**src/rtl/lsu_pkg.sv**
```systemverilog
// Shared types and widths for the missile launch sequencer.
package lsu_pkg;

  localparam int unsigned DIST_W  = 14;
  localparam int unsigned PYLONS  = 4;
  localparam int unsigned CNT_W   = 8;
  localparam int unsigned STATE_W = 3;

  typedef enum logic [STATE_W-1:0] {
    ST_IDLE   = 3'd0,
    ST_ARM    = 3'd1,
    ST_IGNITE = 3'd2,
    ST_FLIGHT = 3'd3,
    ST_IMPACT = 3'd4
  } lsu_state_e;

  // One-hot pylon advance, wrapping the top pylon back to pylon 0.
  function automatic logic [PYLONS-1:0] rotl_pylon(input logic [PYLONS-1:0] p);
    return {p[PYLONS-2:0], p[PYLONS-1]};
  endfunction

endpackage

```
**src/rtl/flight_range_counter.sv**
```systemverilog
// Range-to-target register: loads the launch distance, then closes by a fixed
// step per enabled cycle, clamping at zero and flagging completion.
module flight_range_counter
  import lsu_pkg::*;
#(
  parameter int unsigned SPEED_M_PER_CLK = 500
) (
  input  logic              clk,
  input  logic              rst_n,
  input  logic              load,
  input  logic              dec,
  input  logic [DIST_W-1:0] load_val,
  output logic [DIST_W-1:0] range_remaining,
  output logic              done
);

  localparam logic [DIST_W-1:0] STEP = DIST_W'(SPEED_M_PER_CLK);

  logic [DIST_W-1:0] range_d, range_q;
  logic              done_d, done_q;

  // Compare before subtracting so the 14-bit difference never wraps.
  always_comb begin
    range_d = range_q;
    done_d  = done_q;
    if (load) begin
      range_d = load_val;
      done_d  = 1'b0;
    end else if (dec && !done_q) begin
      if (range_q <= STEP) begin
        range_d = '0;
        done_d  = 1'b1;
      end else begin
        range_d = range_q - STEP;
      end
    end
  end

  always_ff @(posedge clk or negedge rst_n) begin
    if (!rst_n) begin
      range_q <= '0;
      done_q  <= 1'b0;
    end else begin
      range_q <= range_d;
      done_q  <= done_d;
    end
  end

  assign range_remaining = range_q;
  assign done            = done_q;

endmodule

```
**src/rtl/missile_launch_sequencer.sv**
```systemverilog
// Launch sequencer: arms, ignites and tracks one missile at a time across four
// pylons, queueing requests that arrive while a sequence is in progress.
module missile_launch_sequencer
  import lsu_pkg::*;
#(
  parameter int unsigned ARM_CYCLES      = 4,
  parameter int unsigned SPEED_M_PER_CLK = 500,
  parameter int unsigned MAX_PENDING     = 3
) (
  input  logic              clk,
  input  logic              rst,
  input  logic              launch_missile,
  input  logic [DIST_W-1:0] distance_to_target,
  input  logic              abort,
  output logic [PYLONS-1:0] pylon_select,
  output logic              ignition,
  output logic              missile_in_flight,
  output logic              impact,
  output logic [DIST_W-1:0] range_remaining,
  output logic [1:0]        pending_launches,
  output logic              queue_overflow,
  output logic [CNT_W-1:0]  flights_completed,
  output logic [STATE_W-1:0] LSU_state
);

  localparam int unsigned ARM_W = (ARM_CYCLES > 1) ? $clog2(ARM_CYCLES) : 1;
  localparam logic [ARM_W-1:0] ARM_LAST = ARM_W'(ARM_CYCLES - 1);
  localparam logic [1:0]       PEND_MAX = 2'(MAX_PENDING);

  lsu_state_e        state_d, state_q;
  logic [ARM_W-1:0]  arm_cnt_d, arm_cnt_q;
  logic [PYLONS-1:0] pylon_d, pylon_q;
  logic [1:0]        pending_d, pending_q;
  logic              ovf_d, ovf_q;
  logic [CNT_W-1:0]  flights_d, flights_q;
  logic              ignition_d, ignition_q;
  logic              flight_d, flight_q;
  logic              impact_d, impact_q;
  logic              rng_load, rng_dec, rng_done;

  flight_range_counter #(
    .SPEED_M_PER_CLK(SPEED_M_PER_CLK)
  ) u_range (
    .clk            (clk),
    .rst_n          (rst),
    .load           (rng_load),
    .dec            (rng_dec),
    .load_val       (distance_to_target),
    .range_remaining(range_remaining),
    .done           (rng_done)
  );

  always_comb begin
    state_d   = state_q;
    arm_cnt_d = arm_cnt_q;
    pylon_d   = pylon_q;
    pending_d = pending_q;
    ovf_d     = ovf_q;
    flights_d = flights_q;
    rng_load  = 1'b0;
    rng_dec   = 1'b0;

    unique case (state_q)
      ST_IDLE: begin
        if (launch_missile && !abort) begin
          state_d = ST_ARM;
        end else if (!abort && pending_q != 2'd0) begin
          state_d   = ST_ARM;
          pending_d = pending_q - 2'd1;
        end
      end
      ST_ARM: begin
        if (abort)                       state_d = ST_IDLE;
        else if (arm_cnt_q == ARM_LAST)  state_d = ST_IGNITE;
        else                             arm_cnt_d = arm_cnt_q + ARM_W'(1);
      end
      // Range starts closing in IGNITE so the first FLIGHT cycle shows one step taken.
      ST_IGNITE: begin
        rng_dec = 1'b1;
        pylon_d = rotl_pylon(pylon_q);
        state_d = ST_FLIGHT;
      end
      ST_FLIGHT: begin
        rng_dec = 1'b1;
        if (rng_done) state_d = ST_IMPACT;
      end
      ST_IMPACT: state_d = ST_IDLE;
      default:   state_d = ST_IDLE;
    endcase

    if (state_q == ST_IDLE && state_d == ST_ARM) begin
      rng_load  = 1'b1;
      arm_cnt_d = '0;
    end

    // Requests outside IDLE queue up; a request coinciding with abort is lost.
    if (abort) begin
      pending_d = '0;
    end else if (launch_missile && state_q != ST_IDLE) begin
      if (pending_q == PEND_MAX) ovf_d = 1'b1;
      else                       pending_d = pending_q + 2'd1;
    end

    if (state_d == ST_IMPACT && flights_q != '1) flights_d = flights_q + CNT_W'(1);

    ignition_d = (state_d == ST_IGNITE);
    flight_d   = (state_d == ST_FLIGHT);
    impact_d   = (state_d == ST_IMPACT);
  end

  always_ff @(posedge clk or negedge rst) begin
    if (!rst) begin
      state_q    <= ST_IDLE;
      arm_cnt_q  <= '0;
      pylon_q    <= PYLONS'(1);
      pending_q  <= '0;
      ovf_q      <= 1'b0;
      flights_q  <= '0;
      ignition_q <= 1'b0;
      flight_q   <= 1'b0;
      impact_q   <= 1'b0;
    end else begin
      state_q    <= state_d;
      arm_cnt_q  <= arm_cnt_d;
      pylon_q    <= pylon_d;
      pending_q  <= pending_d;
      ovf_q      <= ovf_d;
      flights_q  <= flights_d;
      ignition_q <= ignition_d;
      flight_q   <= flight_d;
      impact_q   <= impact_d;
    end
  end

  assign pylon_select      = pylon_q;
  assign ignition          = ignition_q;
  assign missile_in_flight = flight_q;
  assign impact            = impact_q;
  assign pending_launches  = pending_q;
  assign queue_overflow    = ovf_q;
  assign flights_completed = flights_q;
  assign LSU_state         = state_q;

endmodule

```
**config.mk**
```make
export PLATFORM = sky130hd
export DESIGN_NAME = missile_launch_sequencer
export DESIGN_NICKNAME = d
export VERILOG_FILES = /design/src/rtl/lsu_pkg.sv /design/src/rtl/flight_range_counter.sv /design/src/rtl/missile_launch_sequencer.sv
export SDC_FILE = /design/constraint.sdc
export NUM_CORES = 1
export LEC_CHECK = 0
export CORE_MARGIN = 10
export CORE_UTILIZATION = 27
export DETAILED_ROUTE_END_ITERATION = 12
export PLACE_DENSITY = 0.56
export RECOVER_POWER = 100
export SYNTH_ARGS = -nofsm -noshare
export SYNTH_HDL_FRONTEND = slang
export SYNTH_SLANG_ARGS = --single-unit
```
**constraint.sdc**
```tcl
create_clock -name clk -period 1.6 [get_ports clk]
set_clock_uncertainty 0.05 [all_clocks]
set_input_delay 0.16 -clock clk [delete_from_list [all_inputs] [get_ports clk]]
set_output_delay 0.16 -clock clk [all_outputs]
set_load 0.01 [all_outputs]
```
==> flow_summary.ini, run 1 <==
[clock_tree]
clkLatencyLatePin_ps = 290
clock_path_buffers = 2
cts_buffers = 5
tritoncts = built
clock_sinks = 38
htree_levels = 2
clk_pin_slew_ps = 80
root_buffer = clkbuf_8

[placement]
dpl.hpwl_mm = 4.40
port_buffers = 52
gp_congestion = 0.769
dp_slack_ps = -200

[sta]
rsz0062_at_grt = yes
fmax_mhz = 591
finalMaxSlewViolations = 0
relSlewSlack_pct = 38.7
setup_ws_ps = -92.2
hold_violations = 0
period_needed_ps = 1690
whs_ps = 361
min_period_over_period_pct = 106
worst_slew_pin_slew_ps = 920
finalSetupViolCount = 13

[synth]
synth_cells = 184
synth_area_sq_um = 1990
yosys.area.top_type = dfrtp_1
synth_common_cells = dfrtp_1, nor2_1, inv_1
yosysMostFrequentCell = dfrtp_1
synth_nets = 208
synthTopCellsByArea = dfrtp_1, mux2i_1, ha_1, xnor2_1, mux2_2
ys_types = 53
syn_area_per_cell_sq_um = 10.8
synth-edff-count = 0
synth.yosys.seq_area_share_pct = 47.8
synthArstFlopShare_pct = 100
ys_ff_latch = 38
ys.warnings.count = 0
yosys.area.top_type_share_pct = 46.5
ys.flop_type = dfrtp_1

[finish]
area_growth_pct = 64.6
nets = 316
fin_util_pct = 45.5
antenna_cells = 0
drive_gt1_share_pct = 35.8
nFillCells = 713

[critical_path]
cp-startpoint = u_range.range_remaining[2]
crit_type = reg2reg
crit-reg2reg-launch = u_range.range_remaining[2]
ff2ff_path_depth = 5
timing.rr.end = u_range.range_remaining[8]
arrival_ps = 1840
cp_max_fo = 5
crit_path_end_kind = flip-flop
crit_required_ps = 1750
reg2reg_setup_slack_ps = -90
critPathLaunchType = flip-flop

[floorplanning]
die_width_microns = 106
ios = 53
core-area_sq_um = 7210
dieArea_sq_um = 11200
rows = 31
fp.dieH_microns = 106
start_util_pct = 27.6

[power]
p_clk_share_pct = 13.5
p_switching_mw = 1.96
total_power_mw = 5.12
p_per_area_nw_per_um2 = 1560
combPwrFrac_pct = 57.0
p_int_mw = 3.15
p_leak_nw = 1.54
peakVddDrop_mv = 0.420
swShare_pct = 38.4
power_frac_seq_pct = 29.5

[status]
violations = negative setup slack
status = finished, violations left

[routing]
drc = 0
drtIter0Drc = 44
vias_per_cell = 4.64
drt-pass1-iter-count = 4
vias = 1817
ant_nets = 0
wirelength_mm = 5.76
wl_per_cell_microns = 14.7

[min_path]
hold_start = distance_to_target[1]
timing.hold.worst_endpoint = u_range.range_remaining[1]
hold_depth = 3
hold_class = in2reg

[run]
drv_cap = 0

[global_routing]
antenna_found_initial = 0
grt_first_pass_wirelength_mm = 9.54
grt_overflow_total = 0
grt.total_usage_pct = 10.4
grt_start_max_net_pins = 18
grt_pass1_vias = 1923
[routing by layer]
metal	vias up	GRT usage, %	wire length (microns)
li1	886	-	-
met1	894	12.5	2580
met2	33	17.6	2890
met3	4	3.26	249
met4	0	2.32	35
met5	-	0	0
[how the worst max path moves through the flow]
stage | slack (ps) | cells past startpoint | endpoint
final | -90 | 5 | u_range.range_remaining[8]
after global routing | -190 | 5 | u_range.range_remaining[4]
after CTS | -80 | 6 | u_range.range_remaining[9]
after detailed placement | -200 | 6 | u_range.range_remaining[6]
after global placement | -150 | 6 | u_range.range_remaining[4]
after floorplan | -50 | 7 | u_range.range_remaining[3]
[cell families (layout without fill, tap and decap cells)]
group	count (synthesis)	in the layout	synth area share, %
AND/OR/NAND/NOR	69	69	21.0
flip-flops	38	38	47.8
AO/OA/AOI/OAI	34	34	13.1
buffers and inverters	15	124	3.52
multiplexers	13	13	6.84
XOR/XNOR	9	9	3.96
adder cells (fa/ha/maj)	6	6	3.77
[worst max-delay path: stages, from the launching register on]
cell and delay (ps):
dfrtp_2 450, ha_4 170, nor3b_4 150, o311ai_4 350
nand2_2 150, o311ai_1 280
[power by group through the flow]
stage	Sequential [mW]	Combinational, mW	Clock, mW
after global placement	1.49	2.72	0
after global routing	1.55	3.22	0.749
after detailed placement	1.50	2.75	0
after floorplan	1.67	1.16	0
final	1.51	2.92	0.691
after CTS	1.50	2.83	0.715
[flip-flops by register name (all words and copies together), names as in the netlist]
name                     cells
impact                       1
queue_overflow               1
arm_cnt_q                    2
u_range.range_remaining     14
LSU_state                    3
pending_launches             2
pylon_select                 4
missile_in_flight            1
u_range.done                 1
flights_completed            8
ignition                     1
[cell usage in the layout (no fill, tap or decap), types with 2 or more instances in the layout]
cell / instances
buf_4: 47
ha_1: 4
dlymetal6s2s_1: 6
clkbuf_1: 2
dfrtp_1: 33
mux2i_1: 8
nor3b_4: 2
nor2_1: 13
nand2_2: 2
inv_2: 2
inv_1: 8
nor4_4: 2
and2_1: 5
xor2_1: 2
a21oi_1: 6
mux2_4: 4
o211ai_1: 2
dfrtp_2: 4
clkbuf_8: 5
nand2_1: 8
buf_6: 3
o311ai_1: 5
nand3_1: 6
nand3_2: 3
and3_1: 4
dlygate4sd2_1: 6
o21ai_0: 4
xnor2_1: 7
clkdlybuf4s50_1: 38
o21ai_1: 2
or2_2: 4
nand4_1: 6
ha_4: 2
[timing repair]
item,4_1_cts,5_1_grt
pin swaps,2,8
endpoints found under the hold margin,13,0
setup buffers,2,3
hold buffers,1,0
resized for setup,22,27
setup endpoints to repair,26,29
[cell type report]
| cell class | count | area, sq um | share of cell area, % |
|---|---|---|---|
| well taps | 99 | 124 | 3.78 |
| multi-input cells | 131 | 1130 | 34.4 |
| repair buffers | 106 | 945 | 28.8 |
| flip-flops and latches | 38 | 957 | 29.2 |
| inverters | 10 | 37.5 | 1.14 |
| clock buffers | 5 | 68.8 | 2.10 |
| clock inverters | 3 | 21.3 | 0.648 |
[metrics by stage]
stage / TNS [ps] / area, sq um / std cells
6_report: -668 / 3280 / 392
3_3_place_gp: -1240 / 3020 / 378
4_1_cts: -740 / 3180 / 389
2_1_floorplan: -317 / 2020 / 184
5_1_grt: -3680 / 3280 / 392
3_5_place_dp: -2030 / 3020 / 378
(Power assumes the default switching activity.)
==> run 2, diff against run 1 <==
--- a/config.mk
+++ b/config.mk
@@ -5,6 +5,7 @@
 export SDC_FILE = /design/constraint.sdc
 export NUM_CORES = 1
 export LEC_CHECK = 0
+export CORE_ASPECT_RATIO = 1.5
 export CORE_MARGIN = 10
 export CORE_UTILIZATION = 27
 export DETAILED_ROUTE_END_ITERATION = 12
==> flow_summary.ini, run 2 (synthesized netlist as in run 1, its figures left out) <==
[critical_path]
cp_max_fo = 5
crit_path_end_kind = flip-flop
crit_type = reg2reg
critPathLaunchType = flip-flop
arrival_ps = 1860
crit_required_ps = 1740

[sta]
finalSetupViolCount = 14
relSlewSlack_pct = 57.3
tns_ps = -880
fmax_mhz = 583
setup_ws_ps = -116
min_period_over_period_pct = 107
finalMaxSlewViolations = 0
worst_slew_pin_slew_ps = 641
hold_violations = 0
rsz0062_at_grt = yes
whs_ps = 359
period_needed_ps = 1720

[finish]
drive_gt1_share_pct = 37.1
fin_util_pct = 46.3
multi_input_area_sq_um = 1130
final_common_cell = buf_4
nets = 325
register_area_sq_um = 956
nFillCells = 719
final_cell_mix = buf_4, clkdlybuf4s50_1, dfrtp_1
antenna_cells = 0
largest_reg_flops = 14
area_growth_pct = 68.0

[power]
p_leak_nw = 1.61
p_per_area_nw_per_um2 = 1600
peakVddDrop_mv = 0.467
total_power_mw = 5.37

[clock_tree]
clock_sinks = 38
clk_pin_slew_ps = 80
clock_path_buffers = 2
clkLatencyLatePin_ps = 290
tritoncts = built
htree_levels = 2
root_buffer = clkbuf_8
cts_buffers = 5

[routing]
vias_per_cell = 4.68
ant_nets = 0
wl_per_cell_microns = 14.9
drc = 0
vias = 1880
drtIter0Drc = 69
wirelength_mm = 6.01
drt-pass1-iter-count = 4

[floorplanning]
rows = 38
start_util_pct = 27.6
dieArea_sq_um = 11300
ios = 53
die_width_microns = 90.2
core-area_sq_um = 7230
fp.dieH_microns = 125

[global_routing]
grt_first_pass_wirelength_mm = 9.68
grt_overflow_total = 0
grt.total_usage_pct = 10.4
grt_start_max_net_pins = 18
grt_pass1_vias = 1940
antenna_found_initial = 0

[run]
drv_cap = 0

[placement]
dpl.hpwl_mm = 4.60
gp_congestion = 0.829
port_buffers = 52

[status]
violations = negative setup slack
status = finished, violations left

[min_path]
hold_class = in2async
run 2: cell count changes in the layout (fill, tap and decap cells not counted), sizes merged:
cell | previous run | this run
clkinvlp | 1 | 0
buf | 51 | 60
dlygate4sd2 | 6 | 4
clkdlybuf4s50 | 38 | 41
clkinv | 2 | 0
clkbuf | 9 | 12
dlymetal6s2s | 6 | 5
run 2: per-layer routing:
metal	up-vias	global-route usage (%)	wire length [microns]	share of wire, %
met5	-	0	0	0
met4	0	3.85	95	1.6
met3	8	3.11	264	4.4
met2	46	19.5	3230	54
met1	918	10.6	2410	40
li1	908	-	-	-
run 2: layout make-up:
class | instances | share of cell area (%)
clock buffers | 8 | 2.69
inverters | 10 | 1.12
multi-input cells | 131 | 33.9
flip-flops and latches | 38 | 28.6
well taps | 100 | 3.74
repair buffers | 115 | 30.0
run 2: final timing paths:
check,endpoint,depth (start not counted),from,slack [ps]
min in group clk,u_range.range_remaining[1],3,distance_to_target[1],380
max reg2reg,u_range.range_remaining[7],6,u_range.range_remaining[3],-120
min,u_range.range_remaining[13],2,rst,360
min reg2reg,queue_overflow,1,queue_overflow,440
max,u_range.range_remaining[7],6,u_range.range_remaining[3],-120
max in group asynchronous,u_range.range_remaining[9],3,rst,260
run 2: power by group:
group	switching (mW)	leakage [nW]	total (mW)	internal, mW
clock network	0.341	0.0455	0.693	0.352
logic	1.45	1.09	3.22	1.77
registers	0.226	0.480	1.46	1.23
total	2.01	1.61	5.37	3.36
run 2: stage by stage:
stage	setup slack, ps	instance area [sq um]	std cells
6_report	-116	3350	402
5_1_grt	-205	3350	402
4_1_cts	-88.5	3180	394
3_5_place_dp	-233	3030	381
3_3_place_gp	-190	3030	381
2_1_floorplan	-48.0	2020	184
run 2: timing repair:
action                                  CTS  global route
hold buffers                              1             0
setup buffers                             4             8
endpoints found under the setup margin   21            32
endpoints found under the hold margin    25             0
resized for setup                        16            31
pin swaps                                 5            15
run 2: critical path, stage by stage, from the launching register on:
cell and delay (ps):
dfrtp_1 370, inv_2 60, ha_2 170, nor3b_4 150, o311ai_4 390, nand2_2 160, o311ai_2 270
